$ cat src/rtl/matrix_slot_manager.sv
// rtl/matrix_slot_manager.sv - slot table for stored matrices, alloc/lookup arbiter and zero-fill sequencer
// Table state, indexed by spec: cnt (stored matrices) and head (oldest slot index, mod SLOTS_PER_SPEC).
module matrix_slot_manager #(
  parameter int MAX_DIM        = 5,
  parameter int SLOTS_PER_SPEC = 2,
  parameter int SLOT_WORDS     = 32,
  parameter int CLR_WORDS      = 25,
  parameter int ADDR_W         = 11,
  parameter int DATA_W         = 8
) (
  input  logic              clk,
  input  logic              rst,
  input  logic              alloc_req,
  input  logic [2:0]        alloc_m,
  input  logic [2:0]        alloc_n,
  output logic              alloc_gnt,
  output logic              alloc_err,
  output logic [ADDR_W-1:0] alloc_base,
  input  logic              lookup_req,
  input  logic [2:0]        lookup_m,
  input  logic [2:0]        lookup_n,
  input  logic [1:0]        lookup_id,
  output logic              lookup_gnt,
  output logic              lookup_hit,
  output logic [ADDR_W-1:0] lookup_base,
  output logic [1:0]        lookup_cnt,
  output logic              mem_we,
  output logic [ADDR_W-1:0] mem_addr,
  output logic [DATA_W-1:0] mem_wdata,
  output logic              busy
);

  localparam int SPEC_N = MAX_DIM * MAX_DIM;
  localparam int SPEC_W = $clog2(SPEC_N);
  localparam int CLR_W  = $clog2(CLR_WORDS);
  localparam logic [2:0] DIM_MAX = 3'(MAX_DIM);
  localparam logic [1:0] CNT_FULL = 2'(SLOTS_PER_SPEC);
  localparam logic [CLR_W-1:0] CLR_LAST = CLR_W'(CLR_WORDS - 1);

  localparam logic [0:0] ST_IDLE  = 1'b0;
  localparam logic [0:0] ST_CLEAR = 1'b1;

  logic [0:0]        state;
  logic [1:0]        cnt_tbl  [SPEC_N];
  logic              head_tbl [SPEC_N];

  logic [SPEC_W-1:0] pend_spec;
  logic              pend_full;
  logic [ADDR_W-1:0] pend_base;
  logic [CLR_W-1:0]  clr_idx;

  function automatic logic dims_ok(input logic [2:0] m, input logic [2:0] n);
    return (m != 3'd0) && (m <= DIM_MAX) && (n != 3'd0) && (n <= DIM_MAX);
  endfunction

  function automatic logic [SPEC_W-1:0] spec_of(input logic [2:0] m, input logic [2:0] n);
    return SPEC_W'((int'(m) - 1) * MAX_DIM + (int'(n) - 1));
  endfunction

  function automatic logic [ADDR_W-1:0] slot_base(input logic [SPEC_W-1:0] s, input logic k);
    return ADDR_W'((int'(s) * SLOTS_PER_SPEC + int'(k)) * SLOT_WORDS);
  endfunction

  // Allocation candidate: next free slot after the newest, or the oldest once the spec is full.
  logic              a_ok;
  logic [SPEC_W-1:0] a_spec;
  logic [1:0]        a_cnt;
  logic              a_head;
  logic              a_full;
  logic              a_k;
  logic [ADDR_W-1:0] a_base;

  always_comb begin
    a_ok   = dims_ok(alloc_m, alloc_n);
    a_spec = a_ok ? spec_of(alloc_m, alloc_n) : '0;
    a_cnt  = cnt_tbl[a_spec];
    a_head = head_tbl[a_spec];
    a_full = (a_cnt == CNT_FULL);
    a_k    = a_full ? a_head : (a_head ^ a_cnt[0]);
    a_base = slot_base(a_spec, a_k);
  end

  // Lookup result: id 1 is the slot at head, ids count upward from there.
  logic              l_ok;
  logic [SPEC_W-1:0] l_spec;
  logic [1:0]        l_cnt;
  logic [1:0]        l_idm1;
  logic              l_hit;
  logic              l_k;
  logic [ADDR_W-1:0] l_base;

  always_comb begin
    l_ok   = dims_ok(lookup_m, lookup_n);
    l_spec = l_ok ? spec_of(lookup_m, lookup_n) : '0;
    l_cnt  = l_ok ? cnt_tbl[l_spec] : 2'd0;
    l_idm1 = lookup_id - 2'd1;
    l_hit  = l_ok && (lookup_id != 2'd0) && (lookup_id <= l_cnt);
    l_k    = head_tbl[l_spec] ^ l_idm1[0];
    l_base = l_hit ? slot_base(l_spec, l_k) : '0;
  end

  assign busy      = (state != ST_IDLE);
  assign mem_wdata = '0;

  always_ff @(posedge clk) begin
    if (rst) begin
      state       <= ST_IDLE;
      alloc_gnt   <= 1'b0;
      alloc_err   <= 1'b0;
      alloc_base  <= '0;
      lookup_gnt  <= 1'b0;
      lookup_hit  <= 1'b0;
      lookup_base <= '0;
      lookup_cnt  <= 2'd0;
      mem_we      <= 1'b0;
      mem_addr    <= '0;
      pend_spec   <= '0;
      pend_full   <= 1'b0;
      pend_base   <= '0;
      clr_idx     <= '0;
      for (int i = 0; i < SPEC_N; i++) begin
        cnt_tbl[i]  <= 2'd0;
        head_tbl[i] <= 1'b0;
      end
    end else begin
      alloc_gnt  <= 1'b0;
      lookup_gnt <= 1'b0;
      case (state)
        ST_IDLE: begin
          // A grant cycle never services: a request still held then is the one just granted.
          if (!alloc_gnt && !lookup_gnt) begin
            if (alloc_req) begin
              if (a_ok) begin
                pend_spec <= a_spec;
                pend_full <= a_full;
                pend_base <= a_base;
                mem_we    <= 1'b1;
                mem_addr  <= a_base;
                clr_idx   <= '0;
                state     <= ST_CLEAR;
              end else begin
                alloc_gnt  <= 1'b1;
                alloc_err  <= 1'b1;
                alloc_base <= '0;
              end
            end else if (lookup_req) begin
              lookup_gnt  <= 1'b1;
              lookup_hit  <= l_hit;
              lookup_base <= l_base;
              lookup_cnt  <= l_cnt;
            end
          end
        end
        ST_CLEAR: begin
          if (clr_idx == CLR_LAST) begin
            mem_we     <= 1'b0;
            state      <= ST_IDLE;
            alloc_gnt  <= 1'b1;
            alloc_err  <= 1'b0;
            alloc_base <= pend_base;
            if (pend_full) head_tbl[pend_spec] <= ~head_tbl[pend_spec];
            else           cnt_tbl[pend_spec]  <= cnt_tbl[pend_spec] + 2'd1;
          end else begin
            clr_idx  <= clr_idx + 1'b1;
            mem_addr <= mem_addr + 1'b1;
          end
        end
        default: begin
          mem_we <= 1'b0;
          state  <= ST_IDLE;
        end
      endcase
    end
  end

endmodule

$ cat config.mk
export PLATFORM = sky130hd
export DESIGN_NAME = matrix_slot_manager
export DESIGN_NICKNAME = d
export VERILOG_FILES = /design/src/rtl/matrix_slot_manager.sv
export SDC_FILE = /design/constraint.sdc
export NUM_CORES = 1
export LEC_CHECK = 0
export BUFFER_PORTS_ARGS = -buffer_cell sky130_fd_sc_hd__buf_2
export CAP_MARGIN = 20
export CORE_MARGIN = 1
export CORE_UTILIZATION = 66
export DETAILED_ROUTE_END_ITERATION = 7
export PLACE_DENSITY = 0.84
export SLEW_MARGIN = 20
export SYNTH_ARGS = -nofsm -noshare
export SYNTH_HDL_FRONTEND = slang
export SYNTH_SLANG_ARGS = --single-unit
$ cat constraint.sdc
create_clock -name clk -period 6.9 [get_ports clk]
set_input_delay 0.345 -clock clk [delete_from_list [all_inputs] [get_ports clk]]
set_output_delay 0.345 -clock clk [all_outputs]
set_load 0.05 [all_outputs]
==> summary.txt <==
Run status
  – Status: complete, no violations

Routing
  – Final ANT Viol Nets: 0
  – DR WL/cell: 23.3 um
  – Drt pass-1 iters: 6
  – Number of remaining DRC errors: 0
  – Vias per std cell: 7.05
  – Vias: 7638
  – Initial drt markers: 1144
  – Drt total wl: approximately 25000 um

Floorplanning
  – DIE WIDTH: 122 um
  – Rows: 43
  – Core Area: ~14000 um2
  – I/O Pins: 67
  – Starting Density: 68.0%
  – Die area: 14900 um2
  – Die Span Y: 122 um

Placed design
  – GPL Wtd Cong: 0.925
  – Dpl ws: 1.59 ns
  – Post-DP HPWL: 17600 um
  – Number of buffers added on ports: 48

Final layout
  – Fill cells: ~950
  – Area growth syn-to-layout: 7.87%
  – Ant. Diodes: 0
  – Share of cells above drive strength 1: between 10% and 20%
  – Fin nets: 943

Timing
  – Clock skew: 0.0113 ns
  – Fin Hold WS: 0.314 ns
  – Worst Tran Pin Value: between 1 and 1.5 ns
  – Setup tns final: 0 ns
  – Max Clk Rate: 0.202 GHz
  – Hold Vio Cnt, Final: 0
  – RSZ-0062 raised after global routing: false
  – # setup viols final: 0
  – Crit path time final: 4.96 ns
  – Final worst path period share: 71.9%
  – Setup WS post-layout: 1.94 ns
  – Slew margin rel.: 32.1%
  – Final Max Tran Viols: 0

Yosys
  – Mean area per synthesized cell: roughly 11 um2
  – Flops & latches, synth: 144
  – Yosys top cell area share: 30.3%
  – Synth warn: 0
  – Synth Cell Area: approximately 9500 um2
  – Most common cell in the netlist: nor2_1
  – Register area share after synthesis: 40.4%
  – Synth area leader: edfxtp_1
  – Synth cell count leaders: 98 x nor2_1, 96 x edfxtp_1, 61 x clkbuf_1
  – Post-synth EDFFs: 96
  – Synth Instances: 895
  – Synth area leaders: edfxtp_1 30%, mux4_2 13%, dfxtp_1 10%, o21bai_1 4.1%, ha_1 4.1%
  – Top_reg_cell synth: edfxtp_1
  – Synth async-reset ratio: 0%
  – Synth cell types: 71

Pwr
  – Clk pwr share: 34.0%
  – Sequential share of power: between 30% and 40%
  – Switch Pwr: 1.03 mW
  – Pint: 1.83 mW
  – Peak VDD IR: around 0.25 mV
  – Sw Share: 35.9%
  – Power density cells: 279 nW/um2
  – Pleak: 3.67 nW
  – Power share of the combinational group: just over 30%

Global routing
  – Initial antenna violation count: 0
  – GRT overflow: 0
  – GRT Total Usage: 35.9%
  – Global-route wire length before repair: 39500 um
  – Vias in the first global route: 7320
  – Pin count of the biggest net entering global routing: 95

Setup path
  – Setup crit start kind: input port
  – Cell mode on critical path: ha_1
  – Reg2reg setup slack: approximately 3.3 ns
  – Critical path cell sequence: buf_2, inv_1, ha_1, xor2_1, ha_1, ha_1, inv_1, fa_1, inv_1, o21ai_0, nor2_1, a221oi_1, a211o_1, a32oi_1, a221oi_1, nor2_1, ha_1, nand2_1, o21ai_0, o21ai_0, or3_1, nor4_1, a221o_1
  – Slowest cell on the critical path: fa_1
  – CP max stage delay: roughly 0.7 ns
  – CP arrival: roughly 5.3 ns
  – Worst Setup End Kind: register
  – WS Path Type: input port to register
  – CP Max Fanout: 10
  – CP Data Required Time: 7.28 ns

Clocking
  – TritonCTS clock tree: built
  – Post-CTS sizing: 0
  – Clk_lat worst skew: 0.44 ns
  – Post-CTS Setup Repair Bufs: 0
  – Clock Sinks: 144
  – Clk buf depth: 2
  – Hold buffers post-CTS: 0
  – TritonCTS buffer count: 17
  – Clk slew on worst S/H paths: around 0.070 ns
  – Clk root buf: clkbuf_16
  – H-tree depth: 4

Min path
  – HP Class: input port to register

Flow run
  – Max-Cap Viols: 0
==> layout make-up <==
cell class                      count  area, um2  area share (%)
Clock buffer                       17        425            4.15
Clock inverter                     15        199            1.94
Inverter                           36        135            1.32
Multi-Input combinational cell    633       5110            49.9
Sequential cell                   144       3840            37.5
Tap cell                          180        225            2.20
Timing Repair Buffer               58        315            3.07
==> sequential cells by signal (all words and copies together) (netlist names), 2 cells and up, named ones only <==
register,cells
clr_idx,5
cnt_tbl,64
lookup_base,6
head_tbl,32
pend_spec,5
alloc_base,6
mem_addr,11
lookup_cnt,2
==> metal layers <==
layer | vias up | share of wire, % | routed length (um) | global-route usage (%)
li1 | 3317 | - | - | -
met1 | 3641 | 38 | 9570 | 46.8
met2 | 589 | 46 | 11700 | 55.4
met3 | 91 | 12 | 3090 | 11.0
met4 | 0 | 3.4 | 864 | 15.5
met5 | - | 0 | 0 | 0
==> cells by family after synthesis <==
group	synth area share [%]
buffers and inverters	6.50
muxes	16.6
xor gates and xnor gates	2.76
DFF	40.4
adders and majority gates	4.92
other	0.0394
AOI/OAI and AO/OA	14.3
and+or+nand+nor	14.5
==> critical path, delay by kind of cell <==
family | cells | cell delay (ns)
and+or+nand+nor | 5 | 1.02
adders and majority gates | 5 | 1.83
AOI/OAI and AO/OA | 8 | 1.55
buffers and inverters | 4 | 0.43
xor gates and xnor gates | 1 | 0.15
==> power groups by stage <==
stage	clock network [mW]	logic [mW]	registers (mW)
global placement	0	0.831	1.03
finish	0.971	0.873	1.02
global route	1.00	0.929	1.02
floorplan	0	0.637	1.04
CTS	0.966	0.851	1.01
detailed placement	0	0.843	1.03
==> layout by cell type (no fill, tap or decap), types with 8 or more instances in the layout <==
cell        n
a211oi_1   10
a21oi_1    35
buf_2      48
buf_4      10
clkbuf_16  17
conb_1     18
dfxtp_1    48
edfxtp_1   96
ha_1       30
inv_1      35
mux2i_1    22
mux4_2     55
nand2_1    46
nand3_1    18
nor2_1     98
nor2b_1     8
nor3_1     52
nor3_2     13
o21ai_0    13
o21bai_1   52
o22ai_1    13
xor2_1     14
==> final timing paths <==
check        cells after the start             end        start
min reg2reg                      2       alloc_err    alloc_err
max reg2reg                      6  cnt_tbl[28][1]     register
min                              3       alloc_err    alloc_req
max                             23  lookup_base[5]  lookup_m[0]
==> through the flow <==
| step | std cells | power, mW | utilization (%) | cell area [um2] |
|---|---|---|---|---|
| floorplan | 912 | 1.67 | - | 9570 |
| global placement | 1051 | 1.86 | 68.9 | 9630 |
| detailed placement | 1051 | 1.87 | 68.9 | 9630 |
| CTS | 1083 | 2.83 | 73.3 | 10300 |
| global route | 1083 | 2.95 | 73.3 | 10300 |
| finish | 1083 | 2.86 | 73.3 | 10300 |
No activity file was read; power rests on OpenSTA's default activity.
